## src/rtl/ps2_pkg.sv

```systemverilog
// State codes and PS/2 protocol bytes shared by the mouse
// bring-up sequencer and its timeout counter.
package ps2_pkg;

   typedef logic [3:0] state_t;

   localparam state_t ST_IDLE     = 4'd0;
   localparam state_t ST_SEND     = 4'd1;
   localparam state_t ST_WAIT_TX  = 4'd2;
   localparam state_t ST_WAIT_ACK = 4'd3;
   localparam state_t ST_WAIT_BAT = 4'd4;
   localparam state_t ST_WAIT_ID  = 4'd5;
   localparam state_t ST_RETRY    = 4'd6;
   localparam state_t ST_RUN      = 4'd7;
   localparam state_t ST_FAIL     = 4'd8;

   localparam logic [7:0] PS2_ACK      = 8'hFA;
   localparam logic [7:0] PS2_RESEND   = 8'hFE;
   localparam logic [7:0] PS2_ERR      = 8'hFC;
   localparam logic [7:0] PS2_BAT_OK   = 8'hAA;
   localparam logic [7:0] PS2_ID_MOUSE = 8'h00;
   localparam logic [7:0] CMD_RESET    = 8'hFF;
   localparam logic [7:0] CMD_RATE     = 8'hF3;
   localparam logic [7:0] CMD_ENABLE   = 8'hF4;

   function automatic logic [7:0] cmd_byte(
      input logic [1:0] idx,
      input logic [7:0] rate
   );
      logic [7:0] b;
      unique case (idx)
         2'd0:    b = CMD_RESET;
         2'd1:    b = CMD_RATE;
         2'd2:    b = rate;
         default: b = CMD_ENABLE;
      endcase
      return b;
   endfunction

endpackage

```

## src/rtl/ps2_timeout.sv

```systemverilog
// Loadable saturating down-counter; expire_o is high while enabled
// and the count has run out.
module ps2_timeout #(
   parameter int unsigned TIMEOUT_CYC = 20000000
) (
   input  logic clk_i,
   input  logic rstn_i,
   input  logic load_i,
   input  logic en_i,
   output logic expire_o
);

   localparam int unsigned W =
      (TIMEOUT_CYC > 1) ? $clog2(TIMEOUT_CYC) : 1;
   localparam logic [W-1:0] LOAD_VAL = W'(TIMEOUT_CYC - 1);

   logic [W-1:0] cnt_q;

   always_ff @(posedge clk_i) begin
      if (!rstn_i) begin
         cnt_q <= LOAD_VAL;
      end else if (load_i) begin
         cnt_q <= LOAD_VAL;
      end else if (en_i && cnt_q != '0) begin
         cnt_q <= cnt_q - W'(1);
      end
   end

   assign expire_o = en_i && (cnt_q == '0);

endmodule

```

## src/rtl/ps2_mouse_init_seq.sv

```systemverilog
// PS/2 mouse bring-up: reset, BAT/ID check, rate set, enable, then
// stream bytes are forwarded to the packet decoder.
module ps2_mouse_init_seq
   import ps2_pkg::*;
#(
   parameter int unsigned TIMEOUT_CYC = 20000000,
   parameter int unsigned MAX_RETRY   = 3,
   parameter logic [7:0]  SAMPLE_RATE = 8'd100,
   parameter bit          HOTPLUG     = 1'b1
) (
   input  logic       clk_i,
   input  logic       rstn_i,
   input  logic       start_i,
   output logic       tx_valid_o,
   output logic [7:0] tx_data_o,
   input  logic       tx_ready_i,
   input  logic       tx_done_i,
   input  logic       tx_err_i,
   input  logic       rx_valid_i,
   input  logic [7:0] rx_data_i,
   output logic       fwd_valid_o,
   output logic [7:0] fwd_data_o,
   output logic       run_o,
   output logic       fail_o,
   output logic [1:0] retry_cnt_o
);

   localparam logic [1:0] RETRY_MAX = 2'(MAX_RETRY);

   state_t     state_q, state_d;
   logic [1:0] idx_q, idx_d;
   logic [1:0] resend_q, resend_d;
   logic [1:0] retry_q, retry_d;

   logic       in_wait;
   logic       tmo_load;
   logic       tmo_exp;

   logic       run_rx;
   logic       hp_hit;
   logic       aa_seen_q;
   logic       hp_pend_q;
   logic       fwd_valid_q;
   logic [7:0] fwd_data_q;

   assign in_wait = (state_q == ST_WAIT_TX)  ||
                    (state_q == ST_WAIT_ACK) ||
                    (state_q == ST_WAIT_BAT) ||
                    (state_q == ST_WAIT_ID);

   // Restart the timeout on every state change and every received byte.
   assign tmo_load = (state_d != state_q) || rx_valid_i || !in_wait;

   ps2_timeout #(
      .TIMEOUT_CYC (TIMEOUT_CYC)
   ) u_tmo (
      .clk_i    (clk_i),
      .rstn_i   (rstn_i),
      .load_i   (tmo_load),
      .en_i     (in_wait),
      .expire_o (tmo_exp)
   );

   assign run_rx = (state_q == ST_RUN) && rx_valid_i;
   assign hp_hit = HOTPLUG && run_rx && !hp_pend_q && aa_seen_q &&
                   (rx_data_i == PS2_ID_MOUSE);

   always_comb begin
      state_d  = state_q;
      idx_d    = idx_q;
      resend_d = resend_q;
      retry_d  = retry_q;
      if (start_i) begin
         state_d  = ST_SEND;
         idx_d    = 2'd0;
         resend_d = 2'd0;
         retry_d  = 2'd0;
      end else if (tmo_exp) begin
         state_d = ST_RETRY;
      end else begin
         unique case (state_q)
            ST_IDLE: begin
               state_d  = ST_SEND;
               idx_d    = 2'd0;
               resend_d = 2'd0;
            end
            ST_SEND: begin
               if (tx_ready_i) state_d = ST_WAIT_TX;
            end
            ST_WAIT_TX: begin
               if (tx_done_i)     state_d = ST_WAIT_ACK;
               else if (tx_err_i) state_d = ST_RETRY;
            end
            ST_WAIT_ACK: begin
               if (rx_valid_i) begin
                  if (rx_data_i == PS2_ACK) begin
                     resend_d = 2'd0;
                     if (idx_q == 2'd0) begin
                        state_d = ST_WAIT_BAT;
                     end else if (idx_q == 2'd3) begin
                        state_d = ST_RUN;
                     end else begin
                        idx_d   = idx_q + 2'd1;
                        state_d = ST_SEND;
                     end
                  end else if (rx_data_i == PS2_RESEND) begin
                     if (resend_q == 2'd2) begin
                        state_d = ST_RETRY;
                     end else begin
                        resend_d = resend_q + 2'd1;
                        state_d  = ST_SEND;
                     end
                  end else begin
                     state_d = ST_RETRY;
                  end
               end
            end
            ST_WAIT_BAT: begin
               if (rx_valid_i) begin
                  if (rx_data_i == PS2_BAT_OK)   state_d = ST_WAIT_ID;
                  else if (rx_data_i == PS2_ERR) state_d = ST_RETRY;
               end
            end
            ST_WAIT_ID: begin
               if (rx_valid_i) begin
                  if (rx_data_i == PS2_ID_MOUSE) begin
                     idx_d   = 2'd1;
                     state_d = ST_SEND;
                  end else begin
                     state_d = ST_RETRY;
                  end
               end
            end
            ST_RETRY: begin
               resend_d = 2'd0;
               if (retry_q < RETRY_MAX) begin
                  retry_d = retry_q + 2'd1;
                  idx_d   = 2'd0;
                  state_d = ST_SEND;
               end else begin
                  state_d = ST_FAIL;
               end
            end
            ST_RUN: begin
               if (hp_pend_q) begin
                  state_d  = ST_SEND;
                  idx_d    = 2'd0;
                  resend_d = 2'd0;
                  retry_d  = 2'd0;
               end
            end
            ST_FAIL: begin
               state_d = ST_FAIL;
            end
            default: begin
               state_d = ST_IDLE;
            end
         endcase
      end
   end

   always_ff @(posedge clk_i) begin
      if (!rstn_i) begin
         state_q  <= ST_IDLE;
         idx_q    <= 2'd0;
         resend_q <= 2'd0;
         retry_q  <= 2'd0;
      end else begin
         state_q  <= state_d;
         idx_q    <= idx_d;
         resend_q <= resend_d;
         retry_q  <= retry_d;
      end
   end

   // Stream path: forward, and watch for an unsolicited BAT + ID.
   always_ff @(posedge clk_i) begin
      if (!rstn_i) begin
         fwd_valid_q <= 1'b0;
         fwd_data_q  <= 8'h00;
         aa_seen_q   <= 1'b0;
         hp_pend_q   <= 1'b0;
      end else begin
         fwd_valid_q <= run_rx;
         if (run_rx) fwd_data_q <= rx_data_i;
         hp_pend_q <= hp_hit && !start_i;
         if (state_q != ST_RUN || start_i) begin
            aa_seen_q <= 1'b0;
         end else if (run_rx) begin
            aa_seen_q <= (rx_data_i == PS2_BAT_OK);
         end
      end
   end

   assign tx_valid_o  = (state_q == ST_SEND);
   assign tx_data_o   = tx_valid_o ? cmd_byte(idx_q, SAMPLE_RATE) : 8'h00;
   assign fwd_valid_o = fwd_valid_q;
   assign fwd_data_o  = fwd_data_q;
   assign run_o       = (state_q == ST_RUN);
   assign fail_o      = (state_q == ST_FAIL);
   assign retry_cnt_o = retry_q;

endmodule

```

## config.mk

```make
export PLATFORM = sky130hd
export DESIGN_NAME = ps2_mouse_init_seq
export DESIGN_NICKNAME = d
export VERILOG_FILES = /design/src/rtl/ps2_pkg.sv /design/src/rtl/ps2_timeout.sv /design/src/rtl/ps2_mouse_init_seq.sv
export SDC_FILE = /design/constraint.sdc
export NUM_CORES = 1
export LEC_CHECK = 0
export BUFFER_PORTS_ARGS = -buffer_cell sky130_fd_sc_hd__clkbuf_2
export CAP_MARGIN = 20
export CORE_ASPECT_RATIO = 0.5
export CORE_MARGIN = 3
export CORE_UTILIZATION = 30
export DETAILED_ROUTE_END_ITERATION = 6
export MAX_ROUTING_LAYER = met4
export PLACE_DENSITY_LB_ADDON = 0.1
export SYNTH_ARGS = -nofsm -noshare
export SYNTH_HDL_FRONTEND = slang
export SYNTH_SLANG_ARGS = --single-unit
export TNS_END_PERCENT = 50
```

## constraint.sdc

```tcl
create_clock -name clk_i -period 3.4 [get_ports clk_i]
set_clock_uncertainty 0.05 [all_clocks]
set_input_delay 0 -clock clk_i [delete_from_list [all_inputs] [get_ports clk_i]]
set_output_delay 0 -clock clk_i [all_outputs]
set_load 0.05 [all_outputs]
```

==> out/metrics.yaml, run 1 <==
place:
  dp_slack_ns: 0.448
  hpwlAfterDp_um: 5410
  dpl.cell_count: 480
  port_buffers: 36
  gp_congestion: 0.856
synth:
  netlist_instances: 331
  yosysUniqueCellTypes: 68
  syn_nets: 356
  netlist_area_mm2: 0.00280
  async_reset_ff_share_pct: 0
  yosysTopAreaCell: "dfxtp_1"
  synth_ff_type: "dfxtp_1"
  ys_seq_elements: 46
  avgSynthCellArea_um2: 8.45
  ys_seq_area_share_pct: 32.9
  synth_area_leaders: "dfxtp_1, nand2_1, ha_1, xnor2_1, nor2_1"
  yosys_warnings: 0
  synth_commonest_cells: "dfxtp_1, nand2_1, nor2_1"
  synth_edf_count: 0
  synth.most_common_cell: "dfxtp_1"
  synth_top_area_share_pct: 32.9
worst_setup_path:
  rrSetupSlack_ns: 0.43
  arrival_ns: 3.10
  reg2reg_depth: 7
  cp-end-kind: "flip-flop"
  r2r-start: "state_q[2]"
  worstReg2RegEnd: "u_tmo.cnt_q[16]"
  worstSetupPathType: "flip-flop to flip-flop"
  crit_start: "state_q[2]"
  critPathLaunchType: "flip-flop"
  endpoint: "u_tmo.cnt_q[16]"
  required_ns: 3.53
  crit_fanout: 17
cells_and_area:
  diodes: 0
  fin_nets: 405
  instances_no_fill: 498
  layout-drive-gt1-share_pct: 21.0
  fin_util_pct: 38.0
  fillCellCount: 903
  area_delta_synth_final_pct: 20.8
sta:
  timing.setup.tns_ns: 0
  tightest_slew_ns: 0.763
  rsz0062_at_grt: "false"
  slew_headroom_pct: 48.5
  clock.fmax_ghz: 0.337
  finalHoldViolCount: 0
  maxSlewViolCount: 0
  period_share_pct: 87.3
  setup_violations: 0
  min_period_ns: 2.97
  worst_slack_ns: 0.430
route:
  postRouteAntennaNets: 0
  wl_um: 7320
  drtIter0Drc: 136
  wl_per_cell_um: 14.7
  first_pass_iters: 4
  routed_via_density: 5.15
  vias: 2567
  post-route-drc-count: 0
cts:
  htreeDepth: 2
  clockBufferDepth: 2
  cts.sinks: 46
  cts_buffers: 5
  postCtsSetupBuffers: 0
  clk_pin_slew_ns: 0.07
  cts_tree: "done"
  cts-root-buf: "clkbuf_16"
  insertion_delay_ns: 0.29
flow_run:
  drv_cap: 0
power:
  powerDensity_mw_per_mm2: 385
  power_w: 0.00130
  power_leakage_nw: 1.25
  worst_ir_drop_vdd_mv: 0.177
floorplan:
  fp.coreArea_mm2: 0.00889
  start_util_pct: 31.5
  num_io_pins: 37
  die_y_um: 74.3
  die_width_um: 143
  rows: 24
  die-area_mm2: 0.0106
grt:
  grt_pass1_vias: 2356
  grt_pass1_wl_um: 12000
  overflow: 0
  grt_util_all_layers_pct: 14.5
  antenna_found_initial: 0
  grt_max_degree: 18
min_path:
  min_path_type: "input pin to flip-flop"
run_status:
  outcome: "completed"
==> how the worst min path moves through the flow <==
stage | startpoint | to | slack [ns] | cells past startpoint
2_1_floorplan | start_i | state_q[0] | 0.07 | 2
3_3_place_gp | rx_data_i[3] | fwd_data_o[3] | 0.22 | 3
3_5_place_dp | rx_data_i[3] | fwd_data_o[3] | 0.23 | 3
4_1_cts | rx_data_i[2] | fwd_data_o[2] | 0.06 | 3
5_1_grt | rx_data_i[2] | fwd_data_o[2] | 0.12 | 3
6_report | rx_data_i[2] | fwd_data_o[2] | 0.06 | 3
==> power by group <==
part	leakage [nW]	switching, W	total [W]	internal [W]
logic	0.798	0.000118	0.000176	0.0000575
clock network	0.0842	0.000228	0.000577	0.000349
registers	0.372	0.00000663	0.000548	0.000542
total	1.25	0.000353	0.00130	0.000948
==> worst max-delay path, cell delays in order (launching register included) <==
cell and delay, ns:
dfxtp_1 0.64, nor4b_1 0.42, nand4_1 0.16, o311a_1 0.17, and3_2 0.25, o41a_4 0.44, or3_1 0.34, or3_4 0.38
==> cell usage in the layout, fill, tap and decap left out, types with 4 or more instances in the layout <==
| cell type | n |
|---|---|
| o21ai_0 | 5 |
| buf_4 | 13 |
| nand4_1 | 5 |
| nor2b_1 | 4 |
| xor2_1 | 10 |
| dfxtp_1 | 46 |
| o31ai_1 | 4 |
| ha_1 | 10 |
| dlygate4sd3_1 | 10 |
| or3_1 | 4 |
| clkbuf_16 | 5 |
| nor2_1 | 30 |
| xnor2_1 | 13 |
| o41ai_1 | 4 |
| nand3_1 | 17 |
| nor4_1 | 8 |
| inv_1 | 14 |
| nor4b_1 | 4 |
| nor3_1 | 18 |
| a21oi_1 | 17 |
| nand2_1 | 37 |
| clkbuf_2 | 36 |
==> sequential cells by signal, indices dropped and copies added (netlist names) <==
name and flops:
retry_cnt_o 2, state_q 4, hp_pend_q 1, idx_q 2, resend_q 2, fwd_data_o 8
u_tmo.cnt_q 25, aa_seen_q 1, fwd_valid_o 1
==> layer usage <==
metal / up-vias / track usage, % / share of wire, %
met4: 0 / 3.48 / 0.98
met3: 7 / 2.89 / 2.5
li1: 1307 / - / -
met2: 34 / 22.8 / 46
met5: - / - / 0
met1: 1219 / 19.5 / 51
==> per-stage QoR <==
stage / instance area, µm² / hold slack (ns)
3_3_place_gp: 3110 / 0.222
5_1_grt: 3380 / 0.118
3_5_place_dp: 3110 / 0.234
2_1_floorplan: 2800 / 0.0707
6_report: 3380 / 0.0633
4_1_cts: 3380 / 0.0551
==> area by class of cell <==
| type | count | area (µm²) | share of cell area (%) |
|---|---|---|---|
| clock inverters | 3 | 43.8 | 1.30 |
| repair buffers | 59 | 378 | 11.2 |
| flip-flops and latches | 46 | 921 | 27.3 |
| clock buffers | 5 | 125 | 3.70 |
| inverters | 14 | 52.6 | 1.56 |
| multi-input cells | 254 | 1710 | 50.7 |
| well taps | 117 | 146 | 4.33 |
==> cell families (layout without fill, tap and decap cells) <==
family,after synthesis,in the layout,synth area share [%]
AND/OR/NAND/NOR,160,160,32.9
XOR/XNOR,23,23,7.20
buffers and inverters,31,81,5.86
flip-flops,46,46,32.9
AO/OA/AOI/OAI,57,57,15.2
adder cells (fa/ha/maj),11,11,4.83
multiplexers,3,3,1.12
==> what timing repair did <==
action                                 CTS  global route
hold buffers                            10             0
gates resized for setup                  0             0
endpoints found under the hold margin   10             0
No activity file was read; power rests on OpenSTA's default activity.
==> inputs of run 2 (changes only) <==
--- a/config.mk
+++ b/config.mk
@@ -7,6 +7,8 @@
 export LEC_CHECK = 0
 export BUFFER_PORTS_ARGS = -buffer_cell sky130_fd_sc_hd__clkbuf_2
 export CAP_MARGIN = 20
+export CELL_PAD_IN_SITES_DETAIL_PLACEMENT = 0
+export CELL_PAD_IN_SITES_GLOBAL_PLACEMENT = 2
 export CORE_ASPECT_RATIO = 0.5
 export CORE_MARGIN = 3
 export CORE_UTILIZATION = 30
==> run 2 against run 1 <==
Against the previous run:
- cell area down 0.85%
- sequential power about the same
- non-clock buffer count unchanged
- routed wire length down 0.11%
- utilization down 0.32 points
- die area unchanged
- cell count unchanged
- clock-buffer cell count up 1
- combinational power about the same
- critical path depth unchanged
- maximum frequency up 1.4%
- global-route usage up 0.45 points
- largest power group is now sequential cells
==> out/metrics.yaml, run 2 (same netlist as run 1, synthesis figures left out) <==
grt:
  grt_util_all_layers_pct: 15.0  # +0.45 points
  overflow: 0  # unchanged
  gr-usage-met2_pct: 22.2  # -0.57 points
  use_met1_pct: 21.4  # +1.9 points
  grt_pass1_vias: 2373  # +0.72%
  grt_pass1_wl_um: 12300  # +2.5%
  use_met3_pct: 3.47  # +0.58 points
  globalRoute.busiestLayer: "met2"
  grt_max_degree: 17  # -1
  antenna_found_initial: 0  # unchanged
route:
  drtIter0Drc: 149  # +9.6%
  postRouteAntennaNets: 0  # unchanged
  routed_via_density: 5.10  # -1.1%
  wl_per_cell_um: 14.7  # -0.11%
  vias: 2539  # -1.1%
  post-route-drc-count: 0  # unchanged
  first_pass_iters: 4  # unchanged
  wl_um: 7310  # -0.11%
floorplan:
  rows: 24  # unchanged
  die_width_um: 143  # unchanged
  start_util_pct: 31.5  # unchanged
  fp.coreArea_mm2: 0.00889  # unchanged
  num_io_pins: 37  # unchanged
  die-area_mm2: 0.0106  # unchanged
  die_y_um: 74.3  # unchanged
sta:
  timing.setup.tns_ns: 0  # unchanged
  slew_headroom_pct: 49.1  # +0.67 points
  tightest_slew_ns: 0.754  # -0.00986 ns
  period_share_pct: 86.1  # -1.2 points
  maxSlewViolCount: 0  # unchanged
  setup_violations: 0  # unchanged
  rsz0062_at_grt: "false"
  min_period_ns: 2.93  # -0.0408 ns
  clock.fmax_ghz: 0.341  # +1.4%
  finalHoldViolCount: 0  # unchanged
cells_and_area:
  largest_reg_flops: 25  # unchanged
  top_register: "u_tmo.cnt_q"
  instances_no_fill: 498  # unchanged
  diodes: 0  # unchanged
  mostFrequentLayoutCells: "dfxtp_1, nand2_1, clkbuf_2"
  layout-drive-gt1-share_pct: 21.0  # unchanged
  final_common_cell: "dfxtp_1"
  area_delta_synth_final_pct: 19.8
  fin_nets: 405  # unchanged
power:
  worst_ir_drop_vdd_mv: 0.208  # +18%
  power_leakage_nw: 1.24  # -1.3%
  powerDensity_mw_per_mm2: 362  # -5.9%
worst_setup_path:
  crit_fanout: 8  # -9
  arrival_ns: 3.05  # -0.05 ns
  required_ns: 3.52  # about the same
  critPathLaunchType: "flip-flop"
  worstSetupPathType: "flip-flop to flip-flop"
  cp-end-kind: "flip-flop"
cts:
  htreeDepth: 2  # unchanged
  postCtsSetupBuffers: 0  # unchanged
  cts-root-buf: "clkbuf_16"
  cts.sinks: 46  # unchanged
  clk_pin_slew_ns: 0.07  # about the same
  clockBufferDepth: 2  # unchanged
  cts_buffers: 5  # unchanged
  cts_tree: "done"
  insertion_delay_ns: 0.29  # about the same
place:
  gp_congestion: 0.837  # -2.1%
  hpwlAfterDp_um: 5540  # +2.5%
  port_buffers: 36  # unchanged
  dpl.cell_count: 481  # +0.21%
flow_run:
  drv_cap: 0  # unchanged
min_path:
  min_path_type: "input pin to flip-flop"
run_status:
  outcome: "completed"
## run 2: changes by cell type in the layout (fill, tap and decap cells not counted), sizes merged
cell and delta:
buf +1, clkinv +1, dlygate4sd3 -1, bufinv -1
inv -1, clkbuf +1
## run 2: cell type report
cell class | count | area [µm²]
inverters | 14 | 52.6
multi-input cells | 254 | 1710
repair buffers | 59 | 375
flip-flops and latches | 46 | 921
well taps | 117 | 146
clock buffers | 6 | 129
fillers | 937 | 5540
clock inverters | 2 | 13.8
## run 2: timing repair
item | 4_1_cts | 5_1_grt
resized for setup | 0 | 0
hold buffers | 9 | 0
endpoints found under the hold margin | 10 | 0
## run 2: per-layer routing
layer | wire [µm] | vias up
met5 | 0 | -
met4 | 25 | 0
li1 | - | 1297
met2 | 3150 | 42
met3 | 272 | 2
met1 | 3860 | 1198
## run 2: worst paths after layout
check | start | endpoint | slack, ns | depth (start not counted)
worst max register to register | state_q[2] | u_tmo.cnt_q[16] | 0.47 | 7
worst min-delay path | rx_data_i[2] | fwd_data_o[2] | 0.05 | 3
worst max-delay path | state_q[2] | u_tmo.cnt_q[16] | 0.47 | 7
worst min register to register | fwd_data_o[4] | fwd_data_o[4] | 0.41 | 2
## run 2: critical path, stage by stage (launching register included)
cell,delay (ns)
dfxtp_1,0.43
nor4bb_1,0.63
nand4bb_1,0.17
o311a_1,0.14
and3_2,0.25
o41a_4,0.44
or3_1,0.33
or3_4,0.38
## run 2: power by group
group	leakage [nW]	switching [W]	internal, W
Combinational	0.796	0.000120	0.0000584
Sequential	0.372	0.00000491	0.000542
Clock	0.0708	0.000215	0.000273
Total	1.24	0.000340	0.000873
## run 2: stage by stage
| step | cell area [µm²] | util [%] | total power (W) | setup WS (ns) | hold slack, ns |
|---|---|---|---|---|---|
| 2_1_floorplan | 2800 | - | 0.000687 | 0.596 | 0.0707 |
| 3_3_place_gp | 3120 | 35.1 | 0.000731 | 0.563 | 0.228 |
| 3_5_place_dp | 3120 | 35.1 | 0.000730 | 0.462 | 0.233 |
| 4_1_cts | 3350 | 37.7 | 0.00124 | 0.466 | 0.0545 |
| 5_1_grt | 3350 | 37.7 | 0.00127 | 0.304 | 0.0824 |
| 6_report | 3350 | 37.7 | 0.00121 | 0.471 | 0.0520 |
